===== config.mk =====
export PLATFORM = sky130hd
export DESIGN_NAME = uc_arbiter
export DESIGN_NICKNAME = d
export VERILOG_FILES = /design/src/rtl/uc_arbiter.sv
export SDC_FILE = /design/constraint.sdc
export NUM_CORES = 1
export LEC_CHECK = 0
export BUFFER_PORTS_ARGS = -buffer_cell sky130_fd_sc_hd__buf_2
export CORE_MARGIN = 10
export CORE_UTILIZATION = 36
export DETAILED_ROUTE_END_ITERATION = 10
export GPL_TIMING_DRIVEN = 0
export PLACE_DENSITY = 0.86
export SLEW_MARGIN = 40
export SYNTH_ARGS = -nofsm -noshare
export SYNTH_HDL_FRONTEND = slang
export SYNTH_SLANG_ARGS = --single-unit

===== constraint.sdc =====
create_clock -name clk -period 1.4 [get_ports clk]
set_input_delay 0.28 -clock clk [delete_from_list [all_inputs] [get_ports clk]]
set_output_delay 0.28 -clock clk [all_outputs]
set_load 0.01 [all_outputs]

===== src/rtl/uc_arbiter.sv =====
// Unit clause arbiter: round-robin pushes engine literals into the shared unit
// clause queue and broadcasts each popped literal until every engine has acked.
module uc_arbiter #(
  parameter  int NUM_ENG  = 4,
  parameter  int DATA_LEN = 512,
  localparam int LIT_W    = $clog2(DATA_LEN),
  localparam int PTR_W    = $clog2(NUM_ENG)
) (
  input  logic                     clk,
  input  logic                     rst,
  input  logic [NUM_ENG-1:0]       eng_req,
  input  logic [NUM_ENG*LIT_W-1:0] eng_lit,
  output logic [NUM_ENG-1:0]       eng_gnt,
  input  logic                     ucq_full,
  input  logic                     ucq_empty,
  input  logic [LIT_W-1:0]         ucq_head,
  output logic                     ucq_push,
  output logic [LIT_W-1:0]         ucq_data,
  output logic                     ucq_pop,
  output logic                     bc_valid,
  output logic [LIT_W-1:0]         bc_lit,
  input  logic [NUM_ENG-1:0]       eng_ack,
  output logic                     busy
);

  typedef enum logic {IDLE, BCAST} state_t;

  logic [LIT_W-1:0]   lit_arr [NUM_ENG];
  logic [PTR_W-1:0]   rr_ptr_q;
  logic [PTR_W-1:0]   gnt_idx;
  logic [PTR_W-1:0]   cand;
  logic               gnt_found;
  logic               push_ok;

  state_t             state_q;
  logic [NUM_ENG-1:0] ack_mask_q;
  logic [LIT_W-1:0]   bc_lit_q;
  logic               bc_valid_q;
  logic               done;

  genvar gi;
  generate
    for (gi = 0; gi < NUM_ENG; gi++) begin : g_lit
      assign lit_arr[gi] = eng_lit[gi*LIT_W +: LIT_W];
    end
  endgenerate

  // Search starts at rr_ptr_q; PTR_W-bit addition wraps modulo NUM_ENG.
  always_comb begin
    gnt_idx   = '0;
    gnt_found = 1'b0;
    cand      = '0;
    for (int k = 0; k < NUM_ENG; k++) begin
      cand = rr_ptr_q + PTR_W'(k);
      if (!gnt_found && eng_req[cand]) begin
        gnt_found = 1'b1;
        gnt_idx   = cand;
      end
    end
  end

  assign push_ok  = gnt_found && !ucq_full && !rst;
  assign ucq_push = push_ok;
  assign ucq_data = lit_arr[gnt_idx];

  generate
    for (gi = 0; gi < NUM_ENG; gi++) begin : g_gnt
      assign eng_gnt[gi] = push_ok && (gnt_idx == PTR_W'(gi));
    end
  endgenerate

  always_ff @(posedge clk) begin
    if (rst) begin
      rr_ptr_q <= '0;
    end else if (push_ok) begin
      rr_ptr_q <= gnt_idx + PTR_W'(1);
    end
  end

  // Current-cycle acks count toward completion so a single-cycle ack retires at once.
  assign done    = &(ack_mask_q | eng_ack);
  assign ucq_pop = !rst && !ucq_empty && ((state_q == IDLE) || done);

  always_ff @(posedge clk) begin
    if (rst) begin
      state_q    <= IDLE;
      ack_mask_q <= '0;
      bc_lit_q   <= '0;
      bc_valid_q <= 1'b0;
    end else begin
      case (state_q)
        IDLE: begin
          if (!ucq_empty) begin
            state_q    <= BCAST;
            bc_lit_q   <= ucq_head;
            ack_mask_q <= '0;
            bc_valid_q <= 1'b1;
          end
        end
        BCAST: begin
          if (!done) begin
            ack_mask_q <= ack_mask_q | eng_ack;
          end else if (!ucq_empty) begin
            bc_lit_q   <= ucq_head;
            ack_mask_q <= '0;
          end else begin
            state_q    <= IDLE;
            ack_mask_q <= '0;
            bc_valid_q <= 1'b0;
          end
        end
        default: begin
          state_q    <= IDLE;
          bc_valid_q <= 1'b0;
        end
      endcase
    end
  end

  assign bc_valid = bc_valid_q;
  assign bc_lit   = bc_lit_q;
  assign busy     = bc_valid_q || !ucq_empty;

endmodule


### Yosys cells after proc, flatten, opt, wreduce, memory -nomap -nowiden

Cells that the tools add are included.

* flip-flop bits (word level): 17
* bits of input ports: 57
* output and inout bits: 26
* word-level logic and storage cells: 77

* $add $sub $neg: 4
* order comparisons: 5
* eq/ne operators: 6
* multiplexer cells: 32
* bitwise logic cells: 3
* reduce and logical (&&, ||, !) cells: 22

Operators by type and width (number)
* $mux 9: 4
* $bmux 9 s2: 1
* $pmux 9 s2: 1
* $mux 1: 13
* $lt 2x3->1 const B: 4
* $logic_and 1x1->1: 11
* $bmux 1 s2: 4
* $mux 2: 4
* $mux 4: 2
* $pmux 4 s2: 1
* $logic_not 1->1: 6
* $add 2x1->2 const B: 2
* $add 2x2->2 const B: 2
* $eq 2x2->1 const B: 2
* $ne 2x2->1 const B: 2
* $or 4x4->4: 1
* $pmux 1 s2: 2
* $reduce_and 4->1: 1
* $ge 3x3->1 const B: 1
* $not 2->3: 1
* $reduce_and 3->1: 1
* $eq 2x1->1 const B: 1
* $logic_not 2->1: 1
* $logic_or 1x1->1: 2
* 2 further kinds: 2

### Depth between registers and ports, before layout

Gate-level depths: netlist of the first run.

* depth in word-level cells: 16
* depth in mapped cells: 6
* depth with buffers taken out: 5

### Least setup slack after synthesis of the first run

Ideal clock, no wire load.

* path type: input-to-output
* start: input eng_req[2]
* end: output ucq_data[0]
* data arrival time: 1.252 ns
* required time: 1.120 ns
* setup slack: -0.132 ns
* stages on the path: 5
* buffers on the path: 1
* path through: nor2b_1 -> a21boi_1 -> o32a_1 -> buf_6 -> mux2i_1

* longest elaborated chain between the ends: 16
* elaborated cells on any way between the ends: 25
* those cells by class: mux (18); bitwise (1); reduce/logical (6)

Ends and longest elaborated chain
* start, declared: RTL line 11 `input logic [NUM_ENG-1:0] eng_req,`
* $bmux 1 s2: RTL line 55 `if (!gnt_found && eng_req[cand]) begin`
* $mux 1 (implied by the code): RTL line 55
* $mux 1: RTL line 55
* $logic_not 1->1: RTL line 55
* $logic_and 1x1->1: RTL line 55
* $mux 1: RTL line 55
* $logic_not 1->1: RTL line 55
* $logic_and 1x1->1: RTL line 55
* $mux 1: RTL line 55
* $logic_not 1->1: RTL line 55
* $logic_and 1x1->1: RTL line 55
* $mux 2 (*): RTL line 55
* $not 2->3 (implied by the code) (*): RTL line 64 `assign ucq_data = lit_arr[gnt_idx];`
* $bmux 9 s2 (*): RTL line 64
* $mux 9 (implied by the code) (*) (2 in series): RTL line 64
* end, declared: RTL line 18 `output logic [LIT_W-1:0] ucq_data,`

Mark *: on every way between the ends. The rest lies on a longest branch, timed or not. The select of a mux whose other input is x is not followed.

### Final worst setup path of the first run

* start: register rr_ptr_q[0]
* end: output ucq_data[2]

* longest elaborated chain between the ends: 16
* elaborated cells on any way between the ends: 28
* those cells by class: add/sub (3); mux (18); bitwise (1); reduce/logical (6)

Ends and longest elaborated chain
* start, declared: RTL line 29 `logic [PTR_W-1:0] rr_ptr_q;`
* start signal, assigned: RTL line 76 `rr_ptr_q <= gnt_idx + PTR_W'(1);`
* branches (longest 11 deep; another with $add 2x1->2)
* $mux 2 (*): RTL line 55
* $not 2->3 (implied by the code) (*): RTL line 64
* $bmux 9 s2 (*): RTL line 64
* $mux 9 (implied by the code) (*) (2 in series): RTL line 64

Every way passes the cells marked *. The select of a mux whose other input is x is not followed.

==> flow_summary.toml, run 1 <==
[outcome]
status = "finished with violations"
failed_checks = "setup timing"

[critical_path]
rr_startpoint = "rr_ptr_q[0]"
critical_path.startpoint = "rr_ptr_q[0]"
critical_path_buf_inv_count = 2
max_stage_delay_ns = 0.38
worstSetupEndpoint = "ucq_data[2]"
cp.required_ns = 1.12
worstPathCellList = "nor2b_4 > nor2_2 > o221ai_4 > buf_6 > mux2i_2 > mux2i_1 > buf_2"
path_delay_family = "flip-flops"
reg2reg_depth = 6
critPathSlowestCell = "dfxtp_4"
rrSetupSlack_ns = 0.03
cp.arrival_ns = 1.71
startpoint_type = "flip-flop"
critical_path_class = "flip-flop to output pin"
r2r-end = "rr_ptr_q[1]"
crit_path_end_kind = "output pin"
worstPathMaxFanout = 5
crit_cells = 7

[pwr]
netSwitchingFraction_pct = 34.3
power_frac_seq_pct = 37.1
clkPwrFrac_pct = 17.4
p_int_uw = 975
powerDensity_nw_per_um2 = 839
comb_power_share_pct = 45.5
p_sw_uw = 509
vdd_ir_drop_max_v = 0.000470
finalPower_mw = 1.48
power_leakage_nw = 0.943

[floorplanning]
die_y_um = 75.4
core.rowCount = 20
die-width_um = 75.4
dieArea_um2 = 5690
pin_count = 83
coreArea_um2 = 3000
initial_core_util_pct = 36.8

[sta]
setup_tns_ns = -7.11
finalHoldViolCount = 0
setup_viol = 14
maxSlewHeadroom_pct = 69.2
hold_ws_ns = 0.224
tightest_slew_ns = 0.461
worst_slack_ns = -0.586
drv_slew = 0
fin_crit_sh_pct = 142
finalClockSkew_ns = 0.00531
max_freq_mhz = 503
rsz0062_at_grt = "true"
period_minus_slack_ns = 1.99

[clock_network]
htreeDepth = 1
ctsHoldBuffers = 0
clk_latency_ns = 0.29
cts_buffer_depth = 2
cts-root-buf = "clkbuf_4"
cts_tree = "built"
numCtsBuffers = 3
cts_sinks = 17
path_clk_slew_ns = 0.10

[route]
wire_per_inst_um = 16.3
wl_um = 4000
avgViaCountPerCell = 5.10
drc = 0
drt-pass1-iter-count = 5
num_vias = 1250
postRouteAntennaNets = 0
drt_iter0_drc = 21

[grt]
antenna_found_initial = 0
grt_pass1_vias = 1417
grt_max_degree = 11
grt_overflow = 0
grt_pass1_wl_um = 6330
grt.total_usage_pct = 14.5

[synth]
synth_cells = 120
syn_area_um2 = 1110
ys_types = 32
syn_area_per_cell_um2 = 9.22
synth_warnings = 0
synth_seq_cells = 17
yosysSeqAreaShare_pct = 30.8
syn_nets = 177

[layout]
drive_above_1_share_pct = 58.5
fin_area_um2 = 1770
synthToLayoutAreaGrowth_pct = 59.8
nNetsFinal = 270
fillCellCount = 285
fin_util_pct = 58.9
antennaDiodeCount = 0

[place]
post_dp_cell_area_um2 = 1570
io_buffers = 80
gp_congestion = 0.814
hpwl_um = 3090

[min_path]
hold_class = "input port to flip-flop"

[flow_run]
drv_cap = 0
per-stage QoR:
stage | setup WS [ns] | cells
global route | -0.693 | 245
finish | -0.586 | 245
detailed placement | -0.422 | 233
global placement | -0.378 | 233
floorplan | -0.131 | 120
CTS | -0.590 | 245
tightest hold or removal path: stages:
cell and delay, ns:
buf_2 0.07, mux2i_1 0.06, nor2_1 0.07
worst min path at each step:
stage / startpoint / to / slack, ns / depth (start not counted)
after floorplan: ucq_head[0] / bc_lit[0] / 0.43 / 2
after global placement: bc_lit[8] / bc_lit[8] / 0.47 / 2
after detailed placement: bc_lit[5] / bc_lit[5] / 0.48 / 2
after CTS: ucq_head[4] / bc_lit[4] / 0.22 / 3
after global routing: ucq_head[4] / bc_lit[4] / 0.23 / 3
final: ucq_head[4] / bc_lit[4] / 0.22 / 3
power groups by stage:
stage	combinational (mW)	clock [mW]	sequential (mW)
2_1_floorplan	0.363	0	0.558
3_3_place_gp	0.572	0	0.549
3_5_place_dp	0.585	0	0.552
4_1_cts	0.655	0.267	0.546
5_1_grt	0.738	0.291	0.557
6_report	0.676	0.258	0.550
per-layer routing:
layer / up-vias / global-route usage, % / wire length, µm
li1: 617 / - / -
met1: 556 / 12.7 / 1420
met2: 71 / 27.2 / 2030
met3: 6 / 8.46 / 498
met4: 0 / 4.12 / 42
met5: - / 0 / 0
registers in the layout, summed over array words and instances (netlist names):
register    flops
ack_mask_q      4
bc_valid        1
state_q         1
rr_ptr_q        2
bc_lit          9
Yosys cell counts:
master     n  area, µm²
a311oi_1   1       8.76
o21ai_0    2       10.0
a22oi_1    4       30.0
a31o_1     1       8.76
o32a_1     1       10.0
nor3b_2    1       12.5
o211a_1    1       10.0
o221ai_2   1       15.0
nand2b_1   1       6.26
nor3_1     1       5.00
o32ai_1    1       8.76
and2_1     1       6.26
inv_2      1       3.75
o21ai_1    1       5.00
a21boi_1   1       7.51
o21a_1     1       7.51
nor2b_2    1       8.76
a21oi_1    2       10.0
inv_1      2       7.51
o22ai_1    2       12.5
nor3b_1    1       7.51
mux2i_1   36        360
nand2_1    4       15.0
clkbuf_1   2       7.51
and3_1     2       12.5
a211oi_1   1       7.51
nor2b_1    3       18.8
buf_2      2       10.0
nor2_1    21       78.8
nor2_8     1       20.0
dfxtp_1   17        340
buf_6      3       33.8
kinds of logic after synthesis:
kind of cell / count (synthesis) / share of synthesized area, %
and+or+nand+nor: 37 / 17.3
muxes: 36 / 32.6
AOI/OAI and AO/OA: 20 / 13.7
DFF: 17 / 30.8
buffers and inverters: 10 / 5.66
layout by cell type (no fill, tap or decap), drive strengths merged, types with 3 or more instances in the layout:
cell type,count
o21ai,3
nor2b,4
inv,3
mux2i,36
buf,92
dfxtp,17
nand2,4
nor2,23
clkbuf,6
a22oi,4
final cells by class:
| type | count | area (µm²) | area share (%) |
|---|---|---|---|
| buffer | 6 | 47.5 | 2.69 |
| clock buffer | 4 | 26.3 | 1.49 |
| inverter | 3 | 11.3 | 0.637 |
| multi-input combinational | 94 | 817 | 46.2 |
| sequential | 17 | 353 | 20.0 |
| tap | 33 | 41.3 | 2.34 |
| timing repair buffer | 88 | 472 | 26.7 |
timing repair:
action                                  in CTS  in global routing
gates resized for setup                     21                 19
pin swaps                                    8                 11
buffers inserted                             4                  2
cloned                                       4                  0
endpoints found under the setup margin      24                 29
(Power assumes the default switching activity.)
==> inputs of run 2 (changes only) <==
CORE_UTILIZATION = 40   (was 36)
GPL_TIMING_DRIVEN = 1   (was 0)
PLACE_DENSITY = 0.9   (was 0.86)
clock period = 2.2 ns   (was 1.4 ns; I/O delays follow)
==> run 2 against run 1 <==
  * Routed wire length shrank 4.4%
  * Worst hold slack gained 0.17 ns
  * Final area shrank 3.5%
  * Flip-flop and latch count is the same
  * Critical path depth is the same
  * Clock-buffer cell count is the same
  * The flow still finishes with violations (setup timing)
  * Sequential share of layout area grew 0.42 points
==> flow_summary.toml, run 2 (synthesis results as in run 1) <==
[outcome]
status = "finished with violations"
failed_checks = "setup timing"

[grt]
antenna_found_initial = 0
grt.total_usage_pct = 13.1
grt_overflow = 0
grt_max_degree = 21
grt_pass1_wl_um = 5780
grt_pass1_vias = 1303

[pwr]
p_int_uw = 621
powerDensity_nw_per_um2 = 543
finalPower_uw = 927
power_frac_seq_pct = 37.5
p_sw_uw = 306
clkPwrFrac_pct = 17.4
comb_power_share_pct = 45.2
power_leakage_nw = 0.914
netSwitchingFraction_pct = 33.0
vdd_ir_drop_max_v = 0.000375

[critical_path]
cp.arrival_ns = 1.79
worstPathCellList = "buf_2 > nor2b_4 > a21boi_2 > o32a_1 > buf_12 > nor3b_4 > buf_6"
worstPathMaxFanout = 6
critPathSlowestCell = "o32a_1"
cp.required_ns = 1.76
startpoint_type = "input port"
critical_path_buf_inv_count = 3
path_delay_family = "compound AO/OA/AOI/OAI gates"
max_stage_delay_ns = 0.43
crit_path_end_kind = "output pin"
critical_path_class = "input port to output pin"

[clock_network]
numCtsBuffers = 3
cts_tree = "built"
cts_buffer_depth = 2
path_clk_slew_ns = 0.09
cts_sinks = 17
clk_latency_ns = 0.28
cts_setup_buffers = 0
htreeDepth = 1
ctsHoldBuffers = 0
cts-root-buf = "clkbuf_4"

[route]
dr_wl_met3_um = 730
top_layer_used = "met3"
drt-pass1-iter-count = 4
drc = 0
wl_met1_um = 1380
avgViaCountPerCell = 5.13
postRouteAntennaNets = 0
num_vias = 1211
wl_um = 3820
drt_iter0_drc = 62
wire_per_inst_um = 16.2
route.met2.wl_um = 1710

[sta]
period_minus_slack_ns = 2.23
tightest_slew_ns = 0.451
finalHoldViolCount = 0
maxSlewHeadroom_pct = 69.6
fin_crit_sh_pct = 101
drv_slew = 0
rsz0062_at_grt = "true"
worst_slack_ns = -0.0301
finalClockSkew_ns = 0.00345
hold_ws_ns = 0.390
setup_viol = 2
max_freq_mhz = 448

[place]
io_buffers = 82
dp_slack_ns = 0.0383
gp_congestion = 0.819
hpwl_um = 3070
dpl.cell_count = 229

[layout]
nNetsFinal = 263
fillCellCount = 236
largest_reg_flops = 9
synthToLayoutAreaGrowth_pct = 54.3
final_cell_mix = "buf_2 (80), mux2i_1 (36), nor2_1 (20), dfxtp_1 (15)"
multi_input_area_um2 = 751
fin_cells = 236
seqCellArea_um2 = 348
layout_commonest_cell = "buf_2"
drive_above_1_share_pct = 50.7
antennaDiodeCount = 0

[floorplanning]
core.rowCount = 19
pin_count = 83
die_y_um = 72.6
coreArea_um2 = 2710
die-width_um = 72.6
dieArea_um2 = 5270
initial_core_util_pct = 40.8

[flow_run]
drv_cap = 0

[min_path]
hold_class = "input port to flip-flop"
==> run 2: changes by cell type in the layout (fill, tap and decap cells not counted), moves of 3 or more <==
cell / change
buf_4: -4
buf_6: -3
dfxtp_1: +4
dfxtp_2: -4
==> run 2: routing by layer <==
metal	GRT usage [%]	vias to the layer above
li1	-	602
met1	12.9	533
met2	19.7	76
met3	11.8	0
met4	4.01	0
met5	0	-
==> run 2: layout make-up <==
cell class,instances,area share (%)
Inverter,3,0.660
Multi-Input combinational cell,93,44.0
Clock buffer,4,1.54
Sequential cell,17,20.4
Timing Repair Buffer,88,31.2
Tap cell,31,2.27
==> run 2: per-stage QoR <==
| stage | setup TNS [ns] | area, µm² | util [%] |
|---|---|---|---|
| 2_1_floorplan | 0 | 1110 | - |
| 3_3_place_gp | 0 | 1550 | 57.2 |
| 3_5_place_dp | 0 | 1550 | 57.2 |
| 4_1_cts | 0 | 1580 | 58.4 |
| 5_1_grt | -0.986 | 1710 | 63.0 |
| 6_report | -0.0304 | 1710 | 63.0 |
==> run 2: path summary, 6_finish.rpt <==
path,start,end,slack [ns],cells past startpoint
worst max register to register,rr_ptr_q[0],rr_ptr_q[1],0.75,5
worst min-delay path,ucq_head[1],bc_lit[1],0.39,3
worst min register to register,bc_lit[3],bc_lit[3],0.50,2
worst max-delay path,eng_req[2],eng_gnt[0],-0.03,7
==> run 2: power by group through the flow <==
stage                     combinational (mW)  sequential, mW  clock [mW]
after CTS                              0.369           0.345       0.170
after global placement                 0.360           0.350           0
after floorplan                        0.225           0.355           0
after detailed placement               0.367           0.351           0
after global routing                   0.460           0.351       0.184
final                                  0.419           0.347       0.161
==> run 2: worst reg2reg max path: stages, from the launching register on <==
cell	delay, ns
dfxtp_4	0.37
nor2b_2	0.20
o32a_1	0.32
clkbuf_16	0.20
nand2_1	0.05
a31o_1	0.21
==> run 2: timing repair <==
action	CTS	global route
endpoints found under the setup margin	10	10
gates cloned	0	3
pin swaps	0	2
resized for setup	3	13
